<file path="config.mk">
export PLATFORM = sky130hd
export DESIGN_NAME = weight_scheduler
export DESIGN_NICKNAME = d
export VERILOG_FILES = /design/src/rtl/weight_scheduler.sv
export SDC_FILE = /design/constraint.sdc
export NUM_CORES = 1
export LEC_CHECK = 0
export ABC_AREA = 0
export BUFFER_PORTS_ARGS = -buffer_cell sky130_fd_sc_hd__buf_2
export CAP_MARGIN = 10
export CORE_ASPECT_RATIO = 1.1
export CORE_MARGIN = 8
export CORE_UTILIZATION = 50
export DETAILED_ROUTE_END_ITERATION = 7
export GPL_TIMING_DRIVEN = 0
export PLACE_DENSITY = 0.71
export SETUP_SLACK_MARGIN = 0.2
export SLEW_MARGIN = 5
export SYNTH_ARGS = -nofsm -noshare
export SYNTH_HDL_FRONTEND = slang
export SYNTH_SLANG_ARGS = --single-unit
</file>
<file path="constraint.sdc">
create_clock -name clk -period 4.6 [get_ports clk]
set_clock_uncertainty 0.15 [all_clocks]
set_input_delay 0.46 -clock clk [delete_from_list [all_inputs] [get_ports clk]]
set_output_delay 0.46 -clock clk [all_outputs]
set_load 0.01 [all_outputs]
</file>
<file path="src/rtl/weight_scheduler.sv">
// Ping-pong weight bank scheduler: walks the weight loader and conv engine over a layer's
// filters in order, prefetching the next filter into the free bank while the other is consumed.
module weight_scheduler #(
   parameter int IDX_W = 9
) (
   input  logic             clk,
   input  logic             rst,
   input  logic             layer_start,
   input  logic [IDX_W-1:0] out_ch,
   output logic             busy,
   output logic             layer_done,
   output logic             ld_start,
   input  logic             ld_done,
   output logic [IDX_W-1:0] ld_weight_idx,
   output logic             ld_bank,
   output logic             conv_start,
   input  logic             conv_done,
   output logic             conv_bank,
   output logic [IDX_W-1:0] conv_weight_idx
);

   localparam logic [IDX_W-1:0] IDX_ONE = IDX_W'(1);

   typedef enum logic [1:0] {L_IDLE, L_ISSUE, L_WAIT} ld_state_t;
   typedef enum logic [1:0] {C_IDLE, C_ISSUE, C_RUN} cv_state_t;

   ld_state_t        ld_state_q;
   cv_state_t        cv_state_q;
   logic [1:0]       bank_full_q;
   logic [1:0]       bank_full_d;
   logic             ld_ptr_q;
   logic             cv_ptr_q;
   logic [IDX_W-1:0] ld_cnt_q;
   logic [IDX_W-1:0] cv_cnt_q;
   logic [IDX_W-1:0] out_ch_q;
   logic             busy_q;
   logic             layer_done_q;
   logic             ld_start_q;
   logic [IDX_W-1:0] ld_idx_q;
   logic             ld_bank_q;
   logic             conv_start_q;
   logic             conv_bank_q;
   logic [IDX_W-1:0] conv_idx_q;

   logic accept;
   logic ld_fire;
   logic cv_fire;
   logic last_filter;

   assign accept      = layer_start & ~busy_q;
   assign ld_fire     = (ld_state_q == L_WAIT) & ld_done;
   assign cv_fire     = (cv_state_q == C_RUN) & conv_done;
   assign last_filter = (cv_cnt_q + IDX_ONE) == out_ch_q;

   // Loader and conv always target different banks, so a same-cycle set and clear never collide.
   for (genvar gi = 0; gi < 2; gi++) begin : g_bank
      assign bank_full_d[gi] = accept                          ? 1'b0 :
                               (cv_fire && cv_ptr_q == 1'(gi)) ? 1'b0 :
                               (ld_fire && ld_ptr_q == 1'(gi)) ? 1'b1 :
                                                                 bank_full_q[gi];
   end

   always_ff @(posedge clk) begin
      if (rst) begin
         bank_full_q <= 2'b00;
      end else begin
         bank_full_q <= bank_full_d;
      end
   end

   always_ff @(posedge clk) begin
      if (rst) begin
         ld_state_q <= L_IDLE;
         ld_ptr_q   <= 1'b0;
         ld_cnt_q   <= '0;
         ld_start_q <= 1'b0;
         ld_idx_q   <= '0;
         ld_bank_q  <= 1'b0;
      end else begin
         ld_start_q <= 1'b0;
         if (accept) begin
            ld_state_q <= L_IDLE;
            ld_ptr_q   <= 1'b0;
            ld_cnt_q   <= '0;
         end else begin
            case (ld_state_q)
               L_IDLE: begin
                  if (busy_q && ld_cnt_q != out_ch_q && !bank_full_q[ld_ptr_q]) begin
                     ld_state_q <= L_ISSUE;
                  end
               end
               L_ISSUE: begin
                  ld_start_q <= 1'b1;
                  ld_idx_q   <= ld_cnt_q;
                  ld_bank_q  <= ld_ptr_q;
                  ld_state_q <= L_WAIT;
               end
               L_WAIT: begin
                  if (ld_done) begin
                     ld_ptr_q   <= ~ld_ptr_q;
                     ld_cnt_q   <= ld_cnt_q + IDX_ONE;
                     ld_state_q <= L_IDLE;
                  end
               end
               default: ld_state_q <= L_IDLE;
            endcase
         end
      end
   end

   always_ff @(posedge clk) begin
      if (rst) begin
         cv_state_q   <= C_IDLE;
         cv_ptr_q     <= 1'b0;
         cv_cnt_q     <= '0;
         out_ch_q     <= '0;
         busy_q       <= 1'b0;
         layer_done_q <= 1'b0;
         conv_start_q <= 1'b0;
         conv_bank_q  <= 1'b0;
         conv_idx_q   <= '0;
      end else begin
         conv_start_q <= 1'b0;
         layer_done_q <= 1'b0;
         if (accept) begin
            busy_q     <= 1'b1;
            out_ch_q   <= out_ch;
            cv_ptr_q   <= 1'b0;
            cv_cnt_q   <= '0;
            cv_state_q <= C_IDLE;
         end else begin
            // An empty layer finishes on its own one cycle after acceptance.
            if (busy_q && out_ch_q == '0) begin
               busy_q       <= 1'b0;
               layer_done_q <= 1'b1;
            end
            case (cv_state_q)
               C_IDLE: begin
                  if (busy_q && bank_full_q[cv_ptr_q]) begin
                     cv_state_q <= C_ISSUE;
                  end
               end
               C_ISSUE: begin
                  conv_start_q <= 1'b1;
                  conv_bank_q  <= cv_ptr_q;
                  conv_idx_q   <= cv_cnt_q;
                  cv_state_q   <= C_RUN;
               end
               C_RUN: begin
                  if (conv_done) begin
                     cv_ptr_q   <= ~cv_ptr_q;
                     cv_cnt_q   <= cv_cnt_q + IDX_ONE;
                     cv_state_q <= C_IDLE;
                     if (last_filter) begin
                        layer_done_q <= 1'b1;
                        busy_q       <= 1'b0;
                     end
                  end
               end
               default: cv_state_q <= C_IDLE;
            endcase
         end
      end
   end

   assign busy            = busy_q;
   assign layer_done      = layer_done_q;
   assign ld_start        = ld_start_q;
   assign ld_weight_idx   = ld_idx_q;
   assign ld_bank         = ld_bank_q;
   assign conv_start      = conv_start_q;
   assign conv_bank       = conv_bank_q;
   assign conv_weight_idx = conv_idx_q;

endmodule

</file>
==> metrics.txt <==
outcome complete, no violations; max cap viols 0; # diodes 0; RSZ-0062 raised after global routing false; clk sinks slightly below 60; via count about 2200; Critical Path RT around 4700 ps; CP Class reg2reg; Avg Synthesized Cell Area just over 8 µm²; number of synthesized flops with an enable pin 0; Final Hold Fails 0; Fmax ~0.46 GHz; VDD IR-drop max 0.2138 mV; total CTS buffers 9; leading post-synthesis cells by cell area dfxtp_1 (46%), nand2_1 (10%), a21oi_1 (7.2%); CP max FO 6; Yosys top cell by area dfxtp_1; most used standard cell by instance count after synthesis nand2_1; post-layout min period between 2000 and 2500 ps; Power Density between 300 and 400 mW/mm²; hold buffer count at CTS 0; Yosys warnings 0; Leakage 1.161 nW; total power around 1.1 mW; sequential area share after synthesis about 46%; CP max-delay cell dfxtp_1; 1st-pass router iterations 4; antenna violations before repair 0; Net Switching 253.8 µW; H-tree levels 3; worst hold slack approximately 210 ps; Clock Tree Buf Depth 2; # IOs 38; Die X ~84 µm; crit path cell chain ha_1 -> nand2_1 -> or3_1 -> a211o_1 -> a211oi_2 -> a31oi_1; Post-Syn Instances 312; Worst-path clk slew around 60 ps; HP Class in2reg; sequential power share between 40 and 50%; largest net degree at the start of global routing 11; Worst-Skew Late Latency ~340 ps; vias in the first global route between 2000 and 2500; Final setup viols 0; IO Port Bufs 37; Int Power roughly 810 µW; Post-synth top cells nand2_1 (70), dfxtp_1 (59), a21oi_1 (37), nor2_1 (29), xnor2_1 (21); Post-CTS Setup Bufs 0; Final nets 376; end-of-flow core utilization about three fifths; Rows 27; DRC Markers 0; Top FF cell, synth dfxtp_1; GRT overflow 0; total die area around 0.0077 mm²; FFs w/ async S/R, synth 0%; crit share post-route 46.91%; final-report max-slew violation count 0; setup TNS 0 ps; HPWL after detailed placement between 4000 and 5000 µm; core box area 0.005000 mm²; post-CTS resize count 0; Comb power frac around 6.4%; Synth Net Count around 330; DRT antenna net count 0; Worst Hold Depth 3; power share of the clock group 43.8%; Worst-Margin Slew around 730 ps; Area Overhead vs Synth 17.53%; vias per cell 5.210; #FFs+latches synth between 50 and 60; Cell Area, Synth ~0.0026 mm²; root buf cell clkbuf_8; Crit path largest cell delay between 400 and 500 ps; fraction of layout cells with a size suffix above 1 17.26%; Die Ht approximately 90 µm; Slew headroom between 50 and 60%; synth unique cells 37; WL/cell 13.80 µm; DR iter-0 viols 92; Worst EP arrival about 2200 ps; Crit. End Element register; post-synth top area share 45.85%; total wire length 5837 µm; global-route wire length before repair ~9800 µm; CTS tree yes; Initial Util slightly above 50%; FF-to-FF path depth 6; Critical Path Source Type register; Total GRT Usage between 15 and 20%; switching share of power a little under a quarter; Placer Congestion between 0.8 and 0.9
## power by group through the flow
stage | sequential (mW) | combinational, mW | clock [mW]
finish | 0.528 | 0.0679 | 0.465
global route | 0.529 | 0.0764 | 0.503
CTS | 0.528 | 0.0686 | 0.476
detailed placement | 0.539 | 0.0682 | 0
global placement | 0.539 | 0.0677 | 0
floorplan | 0.538 | 0.0456 | 0
## metrics by stage
stage          instances  worst slack [ps]  area (µm²)
2_1_floorplan        312              2700        2576
3_3_place_gp         407              2493        2834
3_5_place_dp         407              2478        2834
4_1_cts              423              2427        3028
5_1_grt              423              2324        3028
6_report             423              2442        3028
## worst paths after layout
check,start,to,slack [ps]
worst max-delay path,cv_cnt_q[0]$_SDFFE_PP0P_,busy$_SDFF_PP0_,2440
worst min-delay path,out_ch[7],out_ch_q[7]$_SDFFE_PP0P_,210
worst max register to register,cv_cnt_q[0]$_SDFFE_PP0P_,busy$_SDFF_PP0_,2440
worst min register to register,conv_weight_idx[6]$_SDFFE_PP0P_,conv_weight_idx[6]$_SDFFE_PP0P_,300
## cell usage in the layout, fill, tap and decap left out, types with 2 or more instances in the layout
cell,netlist,final
nand2_1,70,70
dfxtp_1,59,59
buf_2,5,42
a21oi_1,37,37
nor2_1,29,29
xnor2_1,21,21
xor2_1,15,15
clkbuf_1,10,11
clkbuf_8,0,10
nand2b_1,6,6
nand3_1,6,6
nand4_1,4,4
o21ai_0,4,4
a31oi_1,4,4
or3_1,4,4
and3_1,3,3
nor4_1,3,3
mux2i_1,3,3
clkinv_2,0,3
and3b_1,2,2
nor2b_1,2,2
buf_1,2,2
a211oi_1,2,2
nor3_1,2,2
or3b_2,2,2
and2_1,2,2
a211o_1,2,2
ha_1,2,2
## routing by layer
| metal | GRT usage, % | share of wire, % | routed length, µm | up-vias |
|---|---|---|---|---|
| li1 | - | - | - | 1136 |
| met1 | 17.89 | 43 | 2538 | 1009 |
| met2 | 26.04 | 49 | 2883 | 42 |
| met3 | 4.775 | 4.0 | 236 | 17 |
| met4 | 10.55 | 3.1 | 179 | 0 |
| met5 | 0 | 0 | 0 | - |
## cell type report
class	instances	area (µm²)
Tap cell	58	72.57
Fill cell	482	1972
Multi-Input combinational cell	235	1321
Timing Repair Buffer	37	185.2
Clock buffer	11	141.4
Sequential cell	59	1181
Inverter	1	3.754
Clock inverter	5	52.55
Buffer	17	70.07
## worst max-delay path, delay by kind of cell (launching register included)
| family | cells | cell delay (ps) |
|---|---|---|
| and+or+nand+nor | 2 | 490 |
| AOI/OAI and AO/OA | 3 | 630 |
| adders and majority gates | 1 | 310 |
| DFF | 1 | 450 |
## flip-flops by register name, summed over array words and instances (netlist names), 2 cells and up
name,flops
out_ch_q,9
bank_full_q,2
ld_state_q,2
cv_state_q,2
ld_weight_idx,9
cv_cnt_q,9
ld_cnt_q,9
conv_weight_idx,9
## logic make-up (layout without fill, tap and decap cells)
logic type	Yosys count	after routing	share of synthesized area, %
buffers and inverters	18	71	2.865
AOI/OAI and AO/OA	53	53	11.66
muxes	4	4	1.603
xor gates and xnor gates	36	36	12.24
adders and majority gates	2	2	0.9712
and+or+nand+nor	140	140	24.82
DFF	59	59	45.85
Power figures use the tool's default switching activity.
